### config.mk
export PLATFORM = sky130hd
export DESIGN_NAME = ann_stream_loader
export DESIGN_NICKNAME = d
export VERILOG_FILES = /design/src/rtl/ann_stream_loader.sv
export SDC_FILE = /design/constraint.sdc
export NUM_CORES = 1
export LEC_CHECK = 0
export ABC_AREA = 1
export CORE_MARGIN = 2
export CORE_UTILIZATION = 30
export CTS_CLUSTER_SIZE = 12
export DETAILED_ROUTE_END_ITERATION = 8
export HOLD_SLACK_MARGIN = 0.1
export PLACE_DENSITY = 0.54
export RECOVER_POWER = 25
export SLEW_MARGIN = 20
export SYNTH_ARGS = -nofsm -noshare
export SYNTH_HDL_FRONTEND = slang
export SYNTH_SLANG_ARGS = --single-unit
### constraint.sdc
create_clock -name clk -period 1.8 [get_ports clk]
set_clock_uncertainty 0.05 [all_clocks]
set_input_delay 0.27 -clock clk [delete_from_list [all_inputs] [get_ports clk]]
set_output_delay 0.27 -clock clk [all_outputs]
set_load 0.02 [all_outputs]
### src/rtl/ann_stream_loader.sv
// Streams image and weight words into the classifier load port,
// runs one inference per frame and scores it against the label.
module ann_stream_loader #(
  parameter int ADDR_W    = 14,
  parameter int DATA_W    = 8,
  parameter int IMG_BYTES = 784,
  parameter int W_BYTES   = 15600,
  parameter int CLASS_W   = 4,
  parameter int CNT_W     = 16,
  parameter int TIMEOUT   = 1000000
) (
  input  logic               clk,
  input  logic               rst,
  input  logic               s_valid,
  output logic               s_ready,
  input  logic [DATA_W-1:0]  s_data,
  input  logic [CLASS_W-1:0] s_label,
  input  logic               reload_weights,
  input  logic               clr_stats,
  output logic               mem_wr_en,
  output logic [ADDR_W-1:0]  mem_wr_addr,
  output logic [DATA_W-1:0]  mem_wr_data,
  output logic               dut_start,
  input  logic               dut_done,
  input  logic [CLASS_W-1:0] dut_class,
  output logic               res_valid,
  output logic [CLASS_W-1:0] res_class,
  output logic [CLASS_W-1:0] res_label,
  output logic               res_pass,
  output logic [CNT_W-1:0]   pass_count,
  output logic [CNT_W-1:0]   fail_count,
  output logic [CNT_W-1:0]   total_count,
  output logic               timeout_err,
  output logic               busy
);

  typedef enum logic [2:0] {
    IDLE, LOAD_IMG, LOAD_W, START, WAIT, REPORT
  } state_t;

  localparam int WD_W = $clog2(TIMEOUT + 1);
  localparam logic [ADDR_W-1:0] IMG_LAST = ADDR_W'(IMG_BYTES - 1);
  localparam logic [ADDR_W-1:0] W_LAST   = ADDR_W'(W_BYTES - 1);
  localparam logic [ADDR_W-1:0] W_BASE   = ADDR_W'(IMG_BYTES);
  localparam logic [WD_W-1:0]   WD_LAST  = WD_W'(TIMEOUT - 1);
  localparam logic [CNT_W-1:0]  CNT_MAX  = '1;

  state_t              state;
  logic [ADDR_W-1:0]   idx;
  logic [WD_W-1:0]     wd;
  logic                weights_valid;
  logic [CLASS_W-1:0]  label_q;
  logic                hs;
  logic                skip_w;

  function automatic logic [CNT_W-1:0] sat_inc(
    input logic [CNT_W-1:0] c
  );
    return (c == CNT_MAX) ? c : c + 1'b1;
  endfunction

  assign s_ready = ~rst & ((state == IDLE) |
                           (state == LOAD_IMG) |
                           (state == LOAD_W));
  assign busy    = ~rst & (state != IDLE);
  assign hs      = s_valid & s_ready;
  // A reload pulse on the last image word must still force a weight pass.
  assign skip_w  = weights_valid & ~reload_weights;

  always_ff @(posedge clk) begin
    if (rst) begin
      state         <= IDLE;
      idx           <= '0;
      wd            <= '0;
      weights_valid <= 1'b0;
      label_q       <= '0;
      mem_wr_en     <= 1'b0;
      mem_wr_addr   <= '0;
      mem_wr_data   <= '0;
      dut_start     <= 1'b0;
      res_valid     <= 1'b0;
      res_class     <= '0;
      res_label     <= '0;
      res_pass      <= 1'b0;
      pass_count    <= '0;
      fail_count    <= '0;
      total_count   <= '0;
      timeout_err   <= 1'b0;
    end else begin
      mem_wr_en <= 1'b0;
      dut_start <= 1'b0;
      res_valid <= 1'b0;
      unique case (state)
        IDLE: if (hs) begin
          label_q     <= s_label;
          mem_wr_en   <= 1'b1;
          mem_wr_addr <= '0;
          mem_wr_data <= s_data;
          if (IMG_BYTES == 1) begin
            idx   <= '0;
            state <= skip_w ? START : LOAD_W;
          end else begin
            idx   <= ADDR_W'(1);
            state <= LOAD_IMG;
          end
        end
        LOAD_IMG: if (hs) begin
          mem_wr_en   <= 1'b1;
          mem_wr_addr <= idx;
          mem_wr_data <= s_data;
          if (idx == IMG_LAST) begin
            idx   <= '0;
            state <= skip_w ? START : LOAD_W;
          end else begin
            idx <= idx + 1'b1;
          end
        end
        LOAD_W: if (hs) begin
          mem_wr_en   <= 1'b1;
          mem_wr_addr <= W_BASE + idx;
          mem_wr_data <= s_data;
          if (idx == W_LAST) begin
            idx           <= '0;
            weights_valid <= 1'b1;
            state         <= START;
          end else begin
            idx <= idx + 1'b1;
          end
        end
        START: begin
          wd        <= '0;
          dut_start <= 1'b1;
          state     <= WAIT;
        end
        WAIT: begin
          // done is stale during the start pulse; only look after it.
          if (!dut_start && dut_done) begin
            res_class <= dut_class;
            res_label <= label_q;
            res_pass  <= (dut_class == label_q);
            res_valid <= 1'b1;
            state     <= REPORT;
          end else if (wd == WD_LAST) begin
            timeout_err <= 1'b1;
            res_class   <= '1;
            res_label   <= label_q;
            res_pass    <= 1'b0;
            res_valid   <= 1'b1;
            state       <= REPORT;
          end else begin
            wd <= wd + 1'b1;
          end
        end
        REPORT: begin
          total_count <= sat_inc(total_count);
          if (res_pass) pass_count <= sat_inc(pass_count);
          else          fail_count <= sat_inc(fail_count);
          state <= IDLE;
        end
        default: state <= IDLE;
      endcase
      if (reload_weights) weights_valid <= 1'b0;
      if (clr_stats) begin
        pass_count  <= '0;
        fail_count  <= '0;
        total_count <= '0;
        timeout_err <= 1'b0;
      end
    end
  end

endmodule

==> results of run 1 <==
[report_power, final]
group          switching, mW  leakage, nW  total (mW)  internal, mW
combinational          0.443         2.34       0.776         0.333
clock                   1.39        0.281        3.45          2.06
sequential            0.0516         1.01        2.88          2.83
total                   1.88         3.64        7.11          5.22
[flip-flops by register name (all words and copies together) (netlist names), 3 cells and up]
register and cells:
wd 20, mem_wr_data 8, mem_wr_addr 14, res_class 4
idx 14, fail_count 16, pass_count 16, res_label 4
total_count 16, label_q 4, state 3
[layout make-up]
| cell class | instances | area, um2 | share of cell area |
|---|---|---|---|
| sequential | 125 | 2512 | 0.2690 |
| multi-input combinational | 746 | 3682 | 0.3943 |
| inverter | 89 | 344.1 | 0.03684 |
| clock inverter | 15 | 162.7 | 0.01742 |
| tap | 280 | 350.3 | 0.03751 |
| clock buffer | 17 | 425.4 | 0.04555 |
| antenna | 1 | 2.502 | 0.0002680 |
| timing repair inverter | 1 | 7.507 | 0.0008039 |
| timing repair buffer | 215 | 1852 | 0.1983 |
[kinds of logic after synthesis]
group,count (synthesis),synth area share
DFF,125,0.3784
buffers and inverters,121,0.07851
and+or+nand+nor,563,0.3653
adders and majority gates,8,0.01513
AOI/OAI and AO/OA,137,0.1124
xor gates and xnor gates,38,0.05032
[per-stage QoR]
stage                     setup WS (ns)  instances  hold WS (ns)
final                           0.04155       1489        0.3473
after global routing           -0.05354       1488        0.3462
after CTS                      0.003192       1475        0.3271
after detailed placement        -0.2430       1443        0.4058
after global placement          -0.2367       1443        0.4015
after floorplan                 0.02568        992        0.2993
[layer usage]
layer / vias up / global-route usage / wire, um
met4: 0 / 0.03792 / 292
met3: 21 / 0.04039 / 941
met2: 135 / 0.2894 / 9444
met1: 3123 / 0.2165 / 9359
li1: 3615 / - / -
met5: - / 0 / 0
[synth_stat cells, types with 3 or more instances]
cell type	n	area, um2
buf_2	10	50.05
buf_6	4	45.04
xor2_1	29	254.0
nor2_4	3	33.78
nor3_2	3	30.03
dfxtp_1	125	2502
xnor2_1	9	78.83
clkbuf_1	12	45.04
buf_4	6	45.04
a21oi_1	77	385.4
nand2_2	6	37.54
o21bai_1	6	45.04
o21ai_0	36	180.2
nor2_1	152	570.6
o21ai_1	4	20.02
nor2_2	5	31.28
inv_1	83	311.6
nand3b_1	3	22.52
a31oi_1	3	18.77
nand4_1	11	68.82
ha_1	8	100.1
inv_2	6	22.52
nor3b_1	5	37.54
nand3_1	76	380.4
nand2_1	261	979.7
nor3_1	29	145.1
[path summary, 6_finish.rpt]
check                      start              to  cells after the start
hold / removal         s_data[2]  mem_wr_data[2]                      3
hold reg to reg   mem_wr_data[5]  mem_wr_data[5]                      2
setup / recovery   pass_count[5]   pass_count[5]                      1
setup reg to reg  total_count[1]  total_count[8]                      9
[timing repair]
| item | CTS | global route |
|---|---|---|
| setup endpoints to repair | 31 | 78 |
| pin swaps | 0 | 6 |
| buffers inserted | 0 | 11 |
| hold endpoints to repair | 0 | 0 |
| resized for setup | 36 | 40 |
| gates cloned | 0 | 2 |
==> summary.txt, run 1 <==
Status
  • Outcome: completed

Setup path
  • Crit-path max FO: 4
  • Critical path's slowest cell: clkdlybuf4s50_1
  • Delay-heaviest family, CP: buffers and inverters
  • WP data required: 1.48 ns
  • Startpoint Class: flip-flop
  • WP buf/inv: 1
  • Critical Path AT: 1.44 ns
  • R2R setup slack: 0.07 ns
  • CP Cell Sequence: clkdlybuf4s50_1
  • Crit path largest cell delay: between 0.6 and 0.7 ns
  • Kind of end point of the critical path: output pin
  • Setup CP Type: reg2out

Die
  • Die span in x: roughly 150 um
  • Chip height: 152.5 um
  • Rows: 54
  • I/O Pins: around 110
  • Effective utilization at floorplan: 0.3040
  • CORE AREA: 21760 um2
  • Die footprint: 23250 um2

Clock tree
  • Clock sink count: 125
  • H-tree levels: 4
  • Max clock buf depth: 2
  • Clk pin slew, worst setup/hold paths: ~0.06 ns
  • Clock tree from TritonCTS: built
  • Clock latency at the later pin of the worst-skew pair: roughly 0.42 ns
  • Hold Buf Count CTS: 0
  • CTS Buf Count: 17
  • Root Driver: clkbuf_16

Timing
  • Finish-stage setup viols: 0
  • Min Clock Period, post-route: 1.758 ns
  • Worst-margin pin slew: 0.4027 ns
  • Final setup TNS: 0 ns
  • Crit share post-route: 0.9769
  • Unrepaired setup endpoints after global routing: true
  • FMAX: 568.7 MHz
  • Max Transition Viols Final: 0
  • Relative slew slack: 0.7295
  • Endpoints failing hold: 0

Power and ir drop
  • P per Cell Area: 760.9 nW/um2
  • PnR Total Power: 7.106 mW
  • Leak: 3.639 nW
  • VDD IR max: 516.4 uV

Yosys
  • Async S/R FF share, synth: 0
  • Synthesized flop and latch total: 125
  • Post-Synthesis Cell Area: between 6000 and 7000 um2
  • Syn nets: 1022
  • Post-synth EDFFs: 0
  • Total number of yosys warnings: 0
  • Syn Area/Cell: 6.667 um2
  • Most used DFF post-synth: dfxtp_1
  • Synthesized instance count: 992
  • Seq/Total Area, Yosys: 0.3784
  • Yosys cell types: 42

Layout
  • Most frequent cells in the layout: nand2_1, nor2_1, dfxtp_1
  • Share of cells above drive strength 1: 0.1548
  • Fin util: 0.4293
  • Post-route cell area: ~9300 um2
  • Fillers: about 2300
  • Layout area overhead: 41.20%
  • NumNets Final: about 1200
  • Commonest non-fill, non-tap cell in the layout: nand2_1

Worst hold path
  • Min-Delay Path Class: in2reg

Drt
  • Via density: between 4 and 5
  • Routed WL: approximately 20000 um
  • DRC violations left: 0
  • Antenna Nets Post-Route: 0
  • Vias: 6894
  • DR pass1 iterations: 5
  • WL/cell: 13.46 um
  • 1st-iter DRT viols: 272

Global routing
  • Initial antenna violation count: 0
  • Gr usage total: 0.1690
  • Vias in the first global route: ~6300
  • Largest net degree at the start of global routing: 23
  • Total gr overflow: 0
  • Global-route wire length before repair: 32040 um

Job
  • Max-cap violations: 0

Placed design
  • Buffers on Ports: 106
  • Placer congestion estimate: 0.8818
  • Placed cell areas: 8621 um2
  • DP HPWL: 14770 um
No activity file was read; power rests on OpenSTA's default activity.
==> run 2: changes to the inputs <==
--- a/config.mk
+++ b/config.mk
@@ -13,7 +13,7 @@
 export HOLD_SLACK_MARGIN = 0.1
 export PLACE_DENSITY = 0.54
 export RECOVER_POWER = 25
-export SLEW_MARGIN = 20
 export SYNTH_ARGS = -nofsm -noshare
 export SYNTH_HDL_FRONTEND = slang
 export SYNTH_SLANG_ARGS = --single-unit
+export TNS_END_PERCENT = 20
==> run 2 against run 1 <==
Net effect:
- hold slack is essentially flat
- core utilization barely moved
- power is essentially flat
- die area unchanged
- wire length about the same
- sequential cell count stayed put
- final area about the same
- clock power about the same
- non-clock buffer count did not move
- cell count unchanged
- largest cell class unchanged
==> summary.txt, run 2 (synthesis gave the netlist of run 1 again) <==
Status
  • Outcome: completed

Setup path
  • Setup CP Type: reg2reg
  • R2R Path End: pass_count[5]
  • CP Cell Sequence: ha_2 > nand2_1 > nor2_1 > nand4_1 > nand2_2 > buf_12 > clkinvlp_4 > nand2_1 > a21oi_1
  • Critical path's slowest cell: dfxtp_1
  • Crit-path max FO: 6 (+2)
  • Critical Path AT: 2.04 ns (+0.60 ns)
  • Crit path largest cell delay: 0.40 ns (-0.23 ns)
  • WP buf/inv: 2 (+1)
  • Worst reg2reg path startpoint: pass_count[1]
  • Kind of end point of the critical path: flip-flop
  • R2R setup slack: 0.02 ns (-0.05 ns)
  • Startpoint Class: flip-flop
  • WP data required: 2.06 ns (+0.58 ns)
  • Delay-heaviest family, CP: simple AND/OR/NAND/NOR gates
  • CP most frequent cell: nand2_1
  • Cells on worst reg2reg path: 9 (unchanged)

Drt
  • Routed WL: 20030 um (about the same)
  • 1st-iter DRT viols: 271 (-0.37%)
  • Antenna Nets Post-Route: 0 (unchanged)
  • WL/cell: 13.45 um (about the same)
  • DRC violations left: 0 (unchanged)
  • Via density: 4.633 (about the same)
  • Vias: 6898 (+0.058%)
  • DR pass1 iterations: 5 (unchanged)

Timing
  • Unrepaired setup endpoints after global routing: true
  • Max Transition Viols Final: 0 (unchanged)
  • Relative slew slack: 0.7295 (about the same)
  • Post-route setup slack: 0.01676 ns (-0.02479 ns)
  • Worst-margin pin slew: 0.4027 ns (-0.00002968 ns)
  • Endpoints failing hold: 0 (unchanged)
  • Crit share post-route: 0.9907 (+0.01377)
  • Min Clock Period, post-route: 1.783 ns (+0.02479 ns)
  • FMAX: 560.8 MHz (-1.4%)
  • Finish-stage setup viols: 0 (unchanged)

Layout
  • Layout area overhead: 41.09% (about the same)
  • Max FFs per register: 20 (unchanged)
  • Fin cells: 1489 (unchanged)
  • NumNets Final: 1225 (unchanged)
  • Most flops, register: wd
  • Fillers: 2312 (unchanged)
  • Commonest non-fill, non-tap cell in the layout: nand2_1
  • Area of the multi-input gates: 3680 um2 (about the same)
  • Sequential cell area: 2510 um2 (about the same)
  • Most frequent cells in the layout: nand2_1, nor2_1, dfxtp_1
  • Share of cells above drive strength 1: 0.1515 (-0.003311)

Worst hold path
  • Hold Path Stages: 3 (unchanged)
  • Min-Delay Path Class: in2reg
  • Min-delay src: s_data[2]
  • Min-Delay Endpoint: mem_wr_data[2]

Clock tree
  • Root Driver: clkbuf_16
  • Clock tree from TritonCTS: built
  • Clock sink count: 125 (unchanged)
  • Clk pin slew, worst setup/hold paths: 0.06 ns (about the same)
  • CTS Buf Count: 17 (unchanged)
  • Max clock buf depth: 2 (unchanged)
  • H-tree levels: 4 (unchanged)
  • Clock latency at the later pin of the worst-skew pair: 0.42 ns (about the same)
  • Hold Buf Count CTS: 0 (unchanged)

Die
  • I/O Pins: 107 (unchanged)
  • Effective utilization at floorplan: 0.3040 (unchanged)
  • Die footprint: 23250 um2 (unchanged)
  • CORE AREA: 21760 um2 (unchanged)
  • Chip height: 152.5 um (unchanged)
  • Rows: 54 (unchanged)
  • Die span in x: 152.5 um (unchanged)

Power and ir drop
  • P per Cell Area: 761.3 nW/um2 (about the same)
  • VDD IR max: 516.8 uV (about the same)
  • Leak: 3.641 nW (about the same)

Placed design
  • Pre-CTS setup slack: -0.2430 ns (unchanged)
  • DP HPWL: 14770 um (unchanged)
  • Inst Count DP: 1443 (unchanged)
  • Buffers on Ports: 106 (unchanged)
  • Placer congestion estimate: 0.8818 (unchanged)

Global routing
  • Total gr overflow: 0 (unchanged)
  • Global-route wire length before repair: 32040 um (unchanged)
  • Vias in the first global route: 6311 (unchanged)
  • Gr usage total: 0.1690 (unchanged)
  • Initial antenna violation count: 0 (unchanged)
  • Largest net degree at the start of global routing: 23 (unchanged)

Job
  • Max-cap violations: 0 (unchanged)
==> run 2: cell types whose count changed in the layout (fill, tap and decap cells not counted) <==
cell | before | now
nand2_2 | 8 | 7
nand2_1 | 258 | 259
dfxtp_1 | 119 | 121
dfxtp_2 | 5 | 3
inv_4 | 1 | 0
inv_1 | 80 | 81
==> run 2: worst register-to-register path: stages, from the launching register on <==
cell and delay (ns):
dfxtp_1 0.40, ha_2 0.23, nand2_1 0.10, nor2_1 0.12
nand4_1 0.17, nand2_2 0.19, buf_12 0.13, clkinvlp_4 0.14
nand2_1 0.10, a21oi_1 0.06
==> run 2: worst max-delay path by stage <==
stage / to / from / depth (start not counted) / slack, ns
2_1_floorplan: fail_count[14] / fail_count[0] / 9 / 0.03
3_3_place_gp: s_ready / rst / 4 / -0.24
3_5_place_dp: s_ready / rst / 4 / -0.24
4_1_cts: timeout_err / timeout_err / 1 / 0.003
5_1_grt: pass_count[1] / pass_count[1] / 9 / -0.08
6_report: pass_count[5] / pass_count[1] / 9 / 0.02
==> run 2: what timing repair did <==
action,4_1_cts,5_1_grt
resized for setup,36,37
setup buffers,0,11
cloned,0,2
setup endpoints to repair,31,78
pin swaps,0,6
==> run 2: stage by stage <==
| stage | setup TNS (ns) | util | power (mW) | instance area [um2] | hold slack, ns |
|---|---|---|---|---|---|
| after floorplan | 0 | - | 3.356 | 6616 | 0.2993 |
| after global placement | -10.22 | 0.3963 | 3.699 | 8621 | 0.4015 |
| after detailed placement | -12.14 | 0.3963 | 3.697 | 8621 | 0.4058 |
| after CTS | 0 | 0.4222 | 7.178 | 9186 | 0.3271 |
| after global routing | -1.070 | 0.4288 | 7.393 | 9329 | 0.3462 |
| final | 0 | 0.4289 | 7.104 | 9331 | 0.3471 |
==> run 2: area by class of cell <==
| type | count | area share |
|---|---|---|
| inverters | 89 | 0.03661 |
| multi-input cells | 746 | 0.3943 |
| clock inverters | 15 | 0.01743 |
| clock buffers | 17 | 0.04559 |
| flip-flops and latches | 125 | 0.2690 |
| well taps | 280 | 0.03754 |
| repair inverters | 1 | 0.0008045 |
| repair buffers | 215 | 0.1984 |
| diodes | 1 | 0.0002682 |
==> run 2: report_power, final <==
part           total (mW)  switching, mW  internal [mW]  leakage [nW]
registers            2.88         0.0516           2.83          1.01
logic               0.774          0.442          0.332          2.35
clock network        3.45           1.39           2.06         0.281
==> run 2: routing by layer <==
metal	share of wire	routed length, um	global-route usage
met5	0	0	0
met3	0.047	935	0.04039
met4	0.015	291	0.03792
met1	0.47	9355	0.2165
met2	0.47	9451	0.2894
==> RTL edit 1 (flow settings as in run 1) <==
Reset style: asynchronous (`rst`), changed in one clocked block.
--- a/src/rtl/ann_stream_loader.sv
+++ b/src/rtl/ann_stream_loader.sv
@@ -67,7 +67,7 @@
   // A reload pulse on the last image word must still force a weight pass.
   assign skip_w  = weights_valid & ~reload_weights;
 
-  always_ff @(posedge clk) begin
+  always_ff @(posedge clk or posedge rst) begin
     if (rst) begin
       state         <= IDLE;
       idx           <= '0;
Check against the original RTL: differs if rst is asserted again (counterexample within 4 cycles, from zero or initial values and one cycle with rst high); with rst held inactive, the same outputs for 10 cycles.
==> RTL edit 1 against run 1 <==
Wire length up 6.3%. Worst setup slack worse by 0.0038 ns. Final area up 8.8%. Area after synthesis up 13%. Critical path type unchanged. Via count up 4.5%. Global-route usage down 0.11 points. Synthesized cell count up 3.6%. Critical endpoint is now mem_wr_addr[10]. Final cell count up 4.7%. Sequential cell count unchanged. Sequential share of layout area up 3.9 points.
Power is not compared: it rests on default switching activity, and its combinational part moved more than twofold at a synthesized area within 25%.
==> RTL edit 1: results <==
[logic_synthesis]
netlist_instances = 1028
ys.flop_type = "dfrtp_1"
synth.distinct_cells = 44
async_flop_share = 1.000
yosysSeqAreaShare = 0.4168
synth_nets = 1058
synth.top_cells.by_area = "dfrtp_1, nand2_1, nor2_1"
yosys-top-cells-count = "nand2_1, nor2_1, dfrtp_1"

[layout]
insertedDiodeCount = 0
drive_above_1_share = 0.1522
final_nets = 1252
final_cells = 1559

[route]
first_iter_violations = 373
via_per_inst = 4.620
wirelength_mm = 21.30

[grt]
grt_pass1_vias = 6991
grt_pass1_wl_mm = 35.33
grt_usage = 0.1679
grt_start_max_net_pins = 22

[cts]
post_cts_buffers = 1
cts_resized = 56

[worst_setup_path]
timing.rr.start = "idx[4]"
r2r_setup_slack_ns = 0.11
crit_fanout = 2
critPathMaxStageDelay_ns = 0.63
r2r-end = "idx[5]"
reg2reg_depth = 11

[min_path]
min_from = "s_data[3]"
min_to = "mem_wr_data[3]"

[placement]
place_congestion = 0.8736
dp_cells = 1525
dp_worst_setup_slack_ns = -0.1379
portBuffers = 106
dpl.hpwl_mm = 16.47

[power]
leakage_nw = 4.890

[status]
status = "complete, no violations"

[sta]
slew_headroom = 0.4762
RTL edit 1: cell count changes after synthesis, moves of 6 or more:
cell	run 1	this run
nor2_1	152	130
o21ai_0	36	62
nand4_1	11	25
dfxtp_1	125	0
nand2_1	261	341
clkbuf_1	12	6
a21oi_1	77	11
nor3_1	29	9
dfrtp_1	0	125
nand3_1	76	96
xnor2_1	9	3
RTL edit 1: power breakdown:
| group | total, W | switching [W] | internal, W |
|---|---|---|---|
| Clock | 0.00359 | 0.00133 | 0.00226 |
| Sequential | 0.00369 | 0.000385 | 0.00330 |
| Combinational | 0.00392 | 0.00222 | 0.00169 |
RTL edit 1: cells by family after synthesis:
group	count (synthesis)	share of synthesized area
AO/OA/AOI/OAI	96	0.07353
XOR/XNOR	36	0.04202
adder cells (fa/ha/maj)	8	0.01334
buffers and inverters	113	0.06719
flip-flops	125	0.4168
multiplexers	4	0.006002
AND/OR/NAND/NOR	646	0.3811
RTL edit 1: final cells by class:
cell class                 count  area (um^2)
sequential                   125         3134
clock inverter                13        165.2
fill                        2563        14300
timing repair buffer         198         1753
tap                          324        405.4
multi-input combinational    790         3905
inverter                      90        344.1
clock buffer                  19        452.9
RTL edit 1: worst max path at each step:
stage                                from               to  slack [ns]
final                     mem_wr_addr[10]  mem_wr_addr[10]        0.04
after detailed placement              rst          idx[10]       -0.14
after global routing                wd[0]      timeout_err       -0.03
after floorplan                       rst        dut_start       -0.06
after global placement                rst          idx[10]       -0.11
after CTS                        state[0]             busy      0.0005
RTL edit 1: layer usage:
layer,GRT usage,wire (um),vias up
met3,0.03320,738,15
met5,0,0,-
met4,0.04264,212,0
li1,-,-,3702
met2,0.2822,10120,127
met1,0.2218,10230,3358
==> RTL edit 2 (settings of run 1) <==
Made on the original files. Change the parameter `DATA_W` from 8 to 10.
--- a/src/rtl/ann_stream_loader.sv
+++ b/src/rtl/ann_stream_loader.sv
@@ -2,7 +2,7 @@
 // runs one inference per frame and scores it against the label.
 module ann_stream_loader #(
   parameter int ADDR_W    = 14,
-  parameter int DATA_W    = 8,
+  parameter int DATA_W    = 10,
   parameter int IMG_BYTES = 784,
   parameter int W_BYTES   = 15600,
   parameter int CLASS_W   = 4,
Interface: changed (resized mem_wr_data and s_data); port bits go from 107 to 111. No check against the original RTL was run, so the function may have changed too.
==> RTL edit 2 against run 1 <==
Count of clock-buffer cells in the layout grew 1. Area after synthesis up 1.1%. Final area shrank 0.90%. Total power rose by 2.9%. Wire length decreased by 1.0%. Fmax shrank 1.2%. Sequential cell count increased by 2. Worst setup slack got worse by 0.021 ns. Synthesized cell count increased by 1.6%. Final cell count increased by 0.67%. Largest cell class unchanged.
==> RTL edit 2: results <==
[logic_synthesis]
synth.distinct_cells = 38
synth.top_cells.by_area = "dfxtp_1, nand2_1, nor2_1"
yosysSeqAreaShare = 0.3804
synth_xor_area_frac = 0.05766
ys.flop_type = "dfxtp_1"
netlist_instances = 1008
yosys-top-cells-count = "nand2_1, nor2_1, dfxtp_1"
synth_compound_area_frac = 0.1131
async_flop_share = 0
yosysWarnings = 0
synth-adder-area-share = 0.01498
synthMuxAreaShare = 0

[placement]
portBuffers = 110
dp_cells = 1467
dpl.hpwl_mm = 15.12
place_congestion = 0.8913

[cts]
root_buffer = "clkbuf_16"
clk_path_buf_depth = 2
cts_buffers = 17
clock_latency_ns = 0.41
clk_pin_slew_ns = 0.06
htreeDepth = 4

[worst_setup_path]
reg2reg_depth = 10
crit_family = "buffers and inverters"
r2r_setup_slack_ns = 0.13
critPathMaxStageDelay_ns = 0.33
timing.rr.start = "idx[0]"
slowest_stage = "dfxtp_1"
critPathLaunch = "state[1]"
endpoint = "busy"
r2r-end = "idx[7]"
crit_fanout = 3

[route]
dr.pass1.iters = 4
first_iter_violations = 346
via_per_inst = 4.602
avgRoutedWirePerCell_um = 13.23
via_count = 6899

[min_path]
min_to = "mem_wr_addr[1]"
hold_depth = 3
min_from = "rst"
hold_path_class = "in2reg"

[layout]
insertedDiodeCount = 0
regMostFlops = "wd"
largest_reg_flops = 20
final_nets = 1238
drive_above_1_share = 0.1386

[sta]
fin_crit_ns = 1.779
worst_pin_slew_ns = 0.3997
holdWs_ns = 0.2629

[grt]
grt_pass1_wl_mm = 33.09
grt_start_max_net_pins = 38
antenna_found_initial = 0
grt_usage = 0.1728
grt_pass1_vias = 6696

[power]
peakVddDrop_uv = 586.0
seq_power_share = 0.398
leakage_nw = 3.561
p_comb_w = 0.000758
p_sw_w = 0.001874

[status]
status = "complete, no violations"
RTL edit 2: changes by cell type after synthesis, sizes merged, moves of 3 or more:
cell	change
nand2	+21
nor2	-21
a21oi	+13
nor3	+11
o21ai	-8
xnor2	+5
nand3b	-3
nor3b	-3
o21bai	-3
RTL edit 2: worst register-to-register path, stage by stage (launching register included):
cell and delay (ns):
dfxtp_1 0.36, ha_2 0.21, nand3_2 0.14, nor2_1 0.12, nand3_1 0.11, nand2_1 0.08, nand2_1 0.09, inv_2 0.12
nand2_2 0.09, nand2_4 0.13, nor3_1 0.06
RTL edit 2: metal layers:
metal / routed length, um / GRT usage / up-vias
met5: 0 / 0 / -
met4: 320 / 0.06790 / 0
met3: 812 / 0.03487 / 19
met2: 9063 / 0.2851 / 118
met1: 9633 / 0.2215 / 3104
li1: - / - / 3658
RTL edit 2: what timing repair did:
| item | CTS | global route |
|---|---|---|
| resized for setup | 37 | 29 |
| setup endpoints to repair | 32 | 66 |
| buffers inserted | 0 | 0 |
| cloned | 0 | 0 |
| pin swaps | 0 | 2 |
RTL edit 2: stage by stage:
step           power [W]  instance area, um^2  setup slack, ns
3_3_place_gp    0.003721                 8752        -0.003310
4_1_cts         0.007418                 9341         0.001730
3_5_place_dp    0.003723                 8752         -0.01060
6_report        0.007309                 9255          0.02082
5_1_grt         0.007629                 9255        -0.009206
2_1_floorplan   0.003345                 6685         0.002068
RTL edit 2: cell type report:
class	instances	area (um^2)
clock inverters	14	180.2
clock buffers	18	439.2
multi-input cells	759	3687
repair buffers	210	1709
fillers	2300	12570
flip-flops and latches	127	2545
inverters	91	344.1
well taps	280	350.3
